### src/rtl/ecc_pkg.sv
// Shared SECDED Hamming(16,11) definitions used by the encoder and decoder.
// Holds the engine FSM state encoding and the codeword bit layout.
package ecc_pkg;

    localparam int CW_W  = 16;
    localparam int MSG_W = 11;

    localparam int P0 = 0;
    localparam int P1 = 1;
    localparam int P2 = 2;
    localparam int P4 = 4;
    localparam int P8 = 8;

    // Data bit j of the message lands at codeword position DATA_POS[j].
    localparam int DATA_POS [MSG_W] = '{3, 5, 6, 7, 9, 10, 11, 12, 13, 14, 15};

    typedef enum logic [2:0] {
        ST_IDLE    = 3'd0,
        ST_RD_LO   = 3'd1,
        ST_RD_HI   = 3'd2,
        ST_WAIT_HI = 3'd3,
        ST_ENC     = 3'd4,
        ST_WR_LO   = 3'd5,
        ST_WR_HI   = 3'd6,
        ST_DONE    = 3'd7
    } enc_state_e;

endpackage

### src/rtl/hamming_parity.sv
// Combinational Hamming(16,11) codeword builder with overall-parity bit p0.
// Also reused by the decoder to recompute parity for its syndrome check.
module hamming_parity
    import ecc_pkg::*;
(
    input  logic [MSG_W-1:0] msg_i,
    output logic [CW_W-1:0]  cw_o
);

    logic [CW_W-1:0] cw;
    logic            p1, p2, p4, p8;

    always_comb begin
        cw = '0;
        for (int j = 0; j < MSG_W; j++) begin
            cw[DATA_POS[j]] = msg_i[j];
        end
        // Parity positions are never data positions, so scanning all of them is safe.
        p1 = 1'b0;
        p2 = 1'b0;
        p4 = 1'b0;
        p8 = 1'b0;
        for (int p = 1; p < CW_W; p++) begin
            if (p[0]) p1 = p1 ^ cw[p];
            if (p[1]) p2 = p2 ^ cw[p];
            if (p[2]) p4 = p4 ^ cw[p];
            if (p[3]) p8 = p8 ^ cw[p];
        end
        cw[P1] = p1;
        cw[P2] = p2;
        cw[P4] = p4;
        cw[P8] = p8;
        cw[P0] = ^cw[CW_W-1:1];
        cw_o   = cw;
    end

endmodule

### src/rtl/hamming_encoder.sv
// Memory-side SECDED encoder: reads N_MSG 11-bit messages as byte pairs,
// writes 16-bit codewords back through one byte port, 6 cycles per message.
module hamming_encoder
    import ecc_pkg::*;
#(
    parameter int N_MSG    = 30,
    parameter int SRC_BASE = 0,
    parameter int DST_BASE = 64,
    parameter int AW       = 8
) (
    input  logic          clk,
    input  logic          reset,
    input  logic          start,
    output logic [AW-1:0] mem_addr,
    input  logic [7:0]    mem_rd_data,
    output logic          mem_we,
    output logic [7:0]    mem_wr_data,
    output logic          busy,
    output logic          done
);

    localparam logic [AW-1:0] SRC_A   = AW'(SRC_BASE);
    localparam logic [AW-1:0] DST_A   = AW'(DST_BASE);
    localparam logic [6:0]    LAST_IX = 7'(N_MSG - 1);

    enc_state_e         state_q, state_d;
    logic [6:0]         idx_q, idx_d;
    logic [7:0]         lo_q, lo_d;
    logic [2:0]         hi_q, hi_d;
    logic [CW_W-1:0]    cw_q, cw_d;
    logic [CW_W-1:0]    enc_cw;
    logic [AW-1:0]      addr_q, addr_d;
    logic               we_q, we_d;
    logic [7:0]         wdat_q, wdat_d;
    logic               busy_q, busy_d;
    logic               done_q, done_d;

    hamming_parity u_parity (
        .msg_i ({hi_q, lo_q}),
        .cw_o  (enc_cw)
    );

    function automatic logic [AW-1:0] byte_addr(input logic [AW-1:0] base,
                                                 input logic [6:0]    idx,
                                                 input logic          upper);
        logic [7:0] off;
        off       = {idx, upper};
        byte_addr = base + AW'(off);
    endfunction

    always_ff @(posedge clk) begin
        if (reset) begin
            state_q <= ST_IDLE;
            idx_q   <= '0;
            lo_q    <= '0;
            hi_q    <= '0;
            cw_q    <= '0;
            addr_q  <= '0;
            we_q    <= 1'b0;
            wdat_q  <= '0;
            busy_q  <= 1'b0;
            done_q  <= 1'b0;
        end else begin
            state_q <= state_d;
            idx_q   <= idx_d;
            lo_q    <= lo_d;
            hi_q    <= hi_d;
            cw_q    <= cw_d;
            addr_q  <= addr_d;
            we_q    <= we_d;
            wdat_q  <= wdat_d;
            busy_q  <= busy_d;
            done_q  <= done_d;
        end
    end

    always_comb begin
        state_d = state_q;
        idx_d   = idx_q;
        lo_d    = lo_q;
        hi_d    = hi_q;
        cw_d    = cw_q;
        unique case (state_q)
            ST_IDLE:    if (start) state_d = ST_RD_LO;
            ST_RD_LO:   state_d = ST_RD_HI;
            ST_RD_HI: begin
                lo_d    = mem_rd_data;
                state_d = ST_WAIT_HI;
            end
            ST_WAIT_HI: begin
                hi_d    = mem_rd_data[2:0];
                state_d = ST_ENC;
            end
            ST_ENC: begin
                cw_d    = enc_cw;
                state_d = ST_WR_LO;
            end
            ST_WR_LO:   state_d = ST_WR_HI;
            ST_WR_HI: begin
                if (idx_q == LAST_IX) begin
                    state_d = ST_DONE;
                end else begin
                    idx_d   = idx_q + 7'd1;
                    state_d = ST_RD_LO;
                end
            end
            ST_DONE: begin
                idx_d   = '0;
                state_d = ST_IDLE;
            end
            default:    state_d = ST_IDLE;
        endcase
    end

    // Outputs are registered from the next state so they hold for the whole state.
    always_comb begin
        addr_d = '0;
        we_d   = 1'b0;
        wdat_d = '0;
        busy_d = (state_d != ST_IDLE);
        done_d = (state_d == ST_DONE);
        unique case (state_d)
            ST_RD_LO: addr_d = byte_addr(SRC_A, idx_d, 1'b0);
            ST_RD_HI: addr_d = byte_addr(SRC_A, idx_d, 1'b1);
            ST_WR_LO: begin
                addr_d = byte_addr(DST_A, idx_d, 1'b0);
                we_d   = 1'b1;
                wdat_d = enc_cw[7:0];
            end
            ST_WR_HI: begin
                addr_d = byte_addr(DST_A, idx_d, 1'b1);
                we_d   = 1'b1;
                wdat_d = cw_q[15:8];
            end
            default: ;
        endcase
    end

    assign mem_addr    = addr_q;
    assign mem_we      = we_q;
    assign mem_wr_data = wdat_q;
    assign busy        = busy_q;
    assign done        = done_q;

endmodule

### config.mk
export PLATFORM = sky130hd
export DESIGN_NAME = hamming_encoder
export DESIGN_NICKNAME = d
export VERILOG_FILES = /design/src/rtl/ecc_pkg.sv /design/src/rtl/hamming_parity.sv /design/src/rtl/hamming_encoder.sv
export SDC_FILE = /design/constraint.sdc
export NUM_CORES = 1
export LEC_CHECK = 0
export BUFFER_PORTS_ARGS = -buffer_cell sky130_fd_sc_hd__buf_4
export CORE_UTILIZATION = 60
export CTS_BUF_LIST = sky130_fd_sc_hd__clkbuf_4 sky130_fd_sc_hd__clkbuf_8 sky130_fd_sc_hd__clkbuf_16
export DETAILED_ROUTE_END_ITERATION = 10
export GPL_ROUTABILITY_DRIVEN = 1
export PLACE_DENSITY_LB_ADDON = 0.3
export REMOVE_ABC_BUFFERS = 1
export SLEW_MARGIN = 20
export SYNTH_ARGS = -nofsm -noshare
export SYNTH_HDL_FRONTEND = slang
export SYNTH_SLANG_ARGS = --single-unit
### constraint.sdc
create_clock -name clk -period 5.6 [get_ports clk]
set_clock_uncertainty 0.05 [all_clocks]
set_input_delay 0.28 -clock clk [delete_from_list [all_inputs] [get_ports clk]]
set_output_delay 0.28 -clock clk [all_outputs]
set_load 0.005 [all_outputs]
Word-level counts from Yosys, hierarchy flattened
Cells that the tools add are included.
{ "classes": {"n_addsub": 3, "eq_ne": 13, "n_mux": 8, "n_bitwise": 24, "n_reduce_logical": 4} }
{ "ops": {"columns": ["op", "count"], "rows": [
  ["case mux 8 bit (4 select lines)", 1],
  ["case mux 3 bit (8 select lines)", 1],
  ["XOR 1 bit", 24],
  ["equality test 3 bit (second input constant)", 7],
  ["adder 7 x 8 -> 8 bit (first input constant)", 2],
  ["case mux 8 bit (2 select lines)", 1],
  ["parity 15 bit", 1],
  ["case mux 7 bit (2 select lines)", 1],
  ["equality test 3 x 2 -> 1 bit (second input constant)", 3],
  ["adder 7 x 1 -> 7 bit (second input constant)", 1],
  ["equality test 7 x 5 -> 1 bit (second input constant)", 1],
  ["2-to-1 mux 7 bit", 1],
  ["equality test 3 x 1 -> 1 bit (second input constant)", 2],
  ["2-to-1 mux 3 bit", 2],
  ["zero test 3 bit", 1],
  ["nonzero test 3 bit", 1],
  ["OR reduction 2 bit", 1],
  ["2-to-1 mux 1 bit", 1]
]} }
{ "word_totals": {"reg_bits": 56, "in_bits": 11, "elab_cells": 62} }

Depth between registers and ports, before layout
{ "logic_depth": {"word_depth": 8, "mapped_depth": 7, "mapped_depth_nobuf": 7} }

By module
A second synthesis with hierarchy kept.
{ "hier_totals": {"hier_cells": 231, "hier_area_um2": 2237.1} }
{ "by_module_without_submodules": {"columns": ["module", "n_inst", "cells_each", "area_per_inst_um2", "seq_area_each_um2"], "rows": [
  ["hamming_encoder", 1, 194, 1853.0, 960.9],
  ["hamming_parity", 1, 37, 384.1, 0.0]
]} }

Least setup slack after synthesis
OpenSTA, ideal clock, no wires.
{ "synth_path": {"path_kind": "register to register", "startpoint": "reg idx_q[0]", "endpoint": "reg addr_q[7], in the netlist mem_addr[7]", "setup_ns": 0.130, "arrival_ns": 1.584, "required_time_ns": 5.420, "setup_slack_ns": 3.835, "stages_incl_launch_ff": 7, "n_path_buf": 0, "path_cell_list": "dfxtp_1 > ha_1 > or3b_4 > o21ai_2 > nor4_1 > a211oi_1 > o31ai_1"} }
{ "synth_between": {"elab_chain_len": 5, "elab_cells_between_ends": 13, "cone_classes": "add/sub: 3; eq/ne: 5; mux: 5"} }
{ "synth_lines": {"columns": ["element", "line_no", "source"], "rows": [
  ["from (decl)", "hamming_encoder.sv:27", "logic [6:0] idx_q, idx_d;"],
  ["from (signal assigned)", "hamming_encoder.sv:65", "idx_q <= idx_d;"],
  ["adder 7 x 1 -> 7 bit / equality test 7 x 5 -> 1 bit (equally long branches)", "hamming_encoder.sv:103, hamming_encoder.sv:100", null],
  ["2-to-1 mux 7 bit / 2-to-1 mux 3 bit (equally long branches)", "hamming_encoder.sv:100", "if (idx_q == LAST_IX) begin"],
  ["case mux 7 bit (2 select lines) / case mux 3 bit (8 select lines) (equally long branches)", "hamming_encoder.sv:83", "unique case (state_q)"],
  ["adder 7 x 8 -> 8 bit, or another cell as far along", "hamming_encoder.sv:48", "byte_addr = base + AW'(off);"],
  ["case mux 8 bit (4 select lines) *", "hamming_encoder.sv:122", "unique case (state_d)"],
  ["to (signal assigned)", "hamming_encoder.sv:69", "addr_q <= addr_d;"],
  ["to (decl)", "hamming_encoder.sv:32", "logic [AW-1:0] addr_q, addr_d;"]
]} }
Mark *: on every way between the ends. The rest lies on a longest branch, timed or not.
A chain may end at the register's enable or synchronous reset.

Final worst setup path
{ "layout_path": {"startpoint": "reg idx_q[0]", "endpoint": "reg addr_q[1], in the netlist mem_addr[1]"} }
The elaborated chain is that of the path after synthesis.

==> impl_summary.txt <==
----------------------------------------------------
[Run status]
  Status ... completed

[Clocking]
  Clock Path Buffers ... 2
  Number of clock buffers inserted by TritonCTS ... 5
  Clock latency at the later pin of the worst-skew pair ... 360 ps
  TritonCTS clock tree ... yes
  Post-CTS Hold Buffers ... 0
  CTS H-tree lvls ... 2
  Number of gates given a new drive strength after cts ... 0
  Post-CTS Repair Setup Buffers ... 0
  Clock root cell ... sky130_fd_sc_hd__clkbuf_4
  Number of sinks driven by the clock tree ... 48
  CTS clk-pin slew, worst paths ... 130 ps

[Place]
  Total of buffers placed on input and output ports ... 29
  Placed instance area ... 2350 um^2
  Worst setup timing slack at the placement stage ... 3570 ps
  Final HPWL from detailed placement ... 2.73 mm
  Final GP Congestion ... 0.847
  Cell Count Post-Placement ... 282

[Power and ir drop]
  Clk pwr share ... 33.9%
  Switching portion of total power ... 23.2%
  Cell internal pwr ... 0.511 mW
  Power per Cell Area ... 272 nW/um^2
  Combinational power share ... 11.7%
  Relative contribution of sequential cells to total power ... 54.4%
  P_sw ... 0.154 mW
  Leakage ... 1.03 nW
  Max IR drop VDD ... 0.000237 V
  PnR Total Power ... 0.666 mW

[Logic synthesis]
  Largest area contributor in the netlist ... sky130_fd_sc_hd__dfxtp_1
  Syn avg cell area ... 9.73 um^2
  Warning count from the yosys run ... 0
  Netlist Area Pre-Place ... 2110 um^2
  Sequential fraction of the synthesis area ... 45.5%
  Mapped Cells ... 217
  Count of cell types in the netlist ... 43
  Synth area leaders ... sky130_fd_sc_hd__dfxtp_1 (45%), sky130_fd_sc_hd__mux2i_1 (11%), sky130_fd_sc_hd__nor2_1 (6.0%)
  Number of enable-type register cells in the synthesized netlist ... 0
  Share of async-settable or async-resettable flops after synthesis ... 0%
  Total of flip-flops plus latches after synthesis ... 48
  Share of Yosys cell area claimed by the top area cell type ... 45.5%
  Most used DFF post-synth ... sky130_fd_sc_hd__dfxtp_1

[Worst setup path]
  Cell count along the critical path ... 6
  Critical path class ... reg2reg
  Worst Path Required ... 5800 ps
  Cell type group with the largest total delay on the critical path ... simple AND/OR/NAND/NOR gates
  Startpoint of the lowest-slack register-to-register path ... idx_q[0]$_SDFF_PP0_
  Buffers & Inverters on Critical Path ... 0
  Startpoint class of the critical path ... flip-flop
  Logic depth of the worst register-to-register path ... 6
  Delay of the slowest cell on the worst path ... 470 ps
  Start point of the critical path ... idx_q[0]$_SDFF_PP0_
  Max stage delay cell, worst path ... sky130_fd_sc_hd__dfxtp_1
  Crit Path Max Fanout ... 9
  CP endpoint kind ... flip-flop
  Crit-path cells ... ha_1, or3b_4, nor2_8, o21ai_0, a21oi_1, nor2b_1
  Reg2Reg Setup Slack ... 3560 ps
  Signal arrival time at the worst endpoint ... 2250 ps

[Cells and area]
  Layout Area Growth over Synthesis ... 15.8%
  Antenna diode count ... 0
  Final cell area excluding filler cells ... 2440 um^2
  Footprint of the flip-flops and latches ... 961 um^2
  Core Util, Final ... 72.7%
  Multi-input gate area ... 1090 um^2
  Filler cell count in the final layout ... 265
  Fraction of final layout cells sized beyond drive strength 1 ... 20.5%
  Layout Nets ... 256
  Number of standard cells in the final layout excluding fillers ... 290

[Timing]
  Tcrit/Tclk final ... 36.5%
  Max-slew violation count ... 0
  Hold violation total from the final report ... 0
  Final worst slack ... 3560 ps
  Worst max-slew margin expressed relative to the limit ... 46.8%
  Final critical-path required period ... 2040 ps
  Final setup vio count ... 0
  RSZ-0062 raised after global routing ... no
  Tightest Pin Transition ... 797 ps
  Hold WS ... 92.8 ps
  Setup TNS ... 0 ps
  Maximum clock frequency ... 0.490 GHz

[Floorplanning]
  Overall die width ... 61.3 um
  Top-level port count ... 30
  Chip height ... 61.3 um
  Full die area ... 3760 um^2
  Row Count ... 21
  Core area ... 3360 um^2
  Initial core utilization ... 62.8%

[Routing]
  Detail Route Antenna Nets ... 0
  WL/cell ... 13.5 um
  Post-detailed-routing wire length ... 3.90 mm
  Via density per instance ... 5.52
  Residual DRC count ... 0
  Count of TritonRoute iterations in the first routing pass ... 4
  Vias after detailed routing ... 1600
  DRT iter0 DRCs ... 119

[Global routing]
  Residual overflow from global routing ... 0
  Initial antenna violation count ... 0
  Aggregate global-route resource usage ... 24.2%
  Pin count of the biggest net entering global routing ... 35
  Global-route wire length before repair ... 6.62 mm
  Via count of the first global-routing pass ... 1612

[Hold path]
  Hold path startpoint ... mem_rd_data[4]
  Number of instances on the worst hold path ... 3
  Kind of path behind the tightest hold check ... in2reg

[Flow run]
  Max-cap viol count ... 0

----------------------------------------------------
[worst paths after layout]
check                                            endpoint
worst min register to register  mem_wr_data[4]$_SDFF_PP0_
worst max-delay path               mem_addr[1]$_SDFF_PP0_
worst min-delay path                 lo_q[4]$_SDFFE_PP0P_
worst max register to register     mem_addr[1]$_SDFF_PP0_
[synth_stat cells, types with 2 or more instances]
| cell type | number |
|---|---|
| sky130_fd_sc_hd__nand2_1 | 10 |
| sky130_fd_sc_hd__inv_1 | 3 |
| sky130_fd_sc_hd__mux2i_1 | 23 |
| sky130_fd_sc_hd__o21ai_0 | 8 |
| sky130_fd_sc_hd__nor2b_1 | 7 |
| sky130_fd_sc_hd__and3_1 | 5 |
| sky130_fd_sc_hd__o31ai_1 | 3 |
| sky130_fd_sc_hd__clkbuf_1 | 8 |
| sky130_fd_sc_hd__buf_2 | 3 |
| sky130_fd_sc_hd__nand2b_1 | 2 |
| sky130_fd_sc_hd__nand3b_1 | 2 |
| sky130_fd_sc_hd__dfxtp_1 | 48 |
| sky130_fd_sc_hd__a211oi_2 | 2 |
| sky130_fd_sc_hd__xnor3_1 | 3 |
| sky130_fd_sc_hd__or3_1 | 2 |
| sky130_fd_sc_hd__xnor2_1 | 7 |
| sky130_fd_sc_hd__nor3_1 | 3 |
| sky130_fd_sc_hd__xor2_1 | 3 |
| sky130_fd_sc_hd__a21oi_1 | 13 |
| sky130_fd_sc_hd__nand3_1 | 5 |
| sky130_fd_sc_hd__ha_1 | 2 |
| sky130_fd_sc_hd__nor2_1 | 34 |
[worst min-delay path: cells and delay by family]
family                 cells  cell delay, ps
buffers and inverters      1              80
muxes                      1              50
and+or+nand+nor            1              70
[flip-flops by register name (all words and copies together) (netlist names)]
signal       flops
mem_we           1
mem_wr_data      8
idx_q            7
busy             1
state_q          3
cw_q             8
mem_addr         8
lo_q             8
done             1
hi_q             3
[layout by cell type, fill, tap and decap left out, drive strengths merged, types with 2 or more instances in the layout]
| cell | Yosys | final |
|---|---|---|
| nand2 | 10 | 10 |
| ha | 2 | 2 |
| nand3b | 2 | 2 |
| nand3 | 5 | 5 |
| nor2 | 36 | 36 |
| dfxtp | 48 | 48 |
| xor2 | 4 | 4 |
| nor3 | 3 | 3 |
| a21oi | 14 | 14 |
| a211oi | 3 | 3 |
| nand2b | 2 | 2 |
| mux2i | 23 | 23 |
| and3 | 5 | 5 |
| inv | 3 | 3 |
| nor2b | 7 | 7 |
| xnor3 | 4 | 4 |
| xnor2 | 8 | 8 |
| o31ai | 3 | 3 |
| o21ai | 10 | 10 |
| or3b | 2 | 2 |
| buf | 3 | 30 |
| clkbuf | 8 | 7 |
| or3 | 2 | 2 |
[power groups by stage]
stage | Sequential, mW | Clock [mW] | Combinational [mW]
floorplan | 0.366 | 0 | 0.0564
global placement | 0.370 | 0 | 0.0768
detailed placement | 0.370 | 0 | 0.0776
CTS | 0.362 | 0.227 | 0.0784
global route | 0.364 | 0.240 | 0.0853
finish | 0.362 | 0.226 | 0.0777
[routing by layer]
layer	GRT usage, %	routed length, um	up-vias
li1	-	-	800
met1	26.4	1650	750
met2	43.5	2010	43
met3	6.51	162	7
met4	11.4	75	0
met5	0	0	-
[kinds of logic (layout without fill, tap and decap cells)]
kind of cell    after synthesis  after routing  synth area share [%]
mux                          23             23                  10.9
fa+ha+maj                     2              2                  1.18
simple gates                 78             78                  18.7
buf+inv                      14             41                  2.67
xor+xnor                     16             16                  10.0
flops                        48             48                  45.5
compound gates               36             36                  11.0
[cell type report]
class	count	area share, %
Multi-Input combinational cell	155	44.8
Sequential cell	48	39.3
Timing Repair Buffer	30	9.21
Clock buffer	7	2.66
Tap cell	46	2.35
Clock inverter	1	1.23
Inverter	3	0.461
No activity file was read; power rests on OpenSTA's default activity.
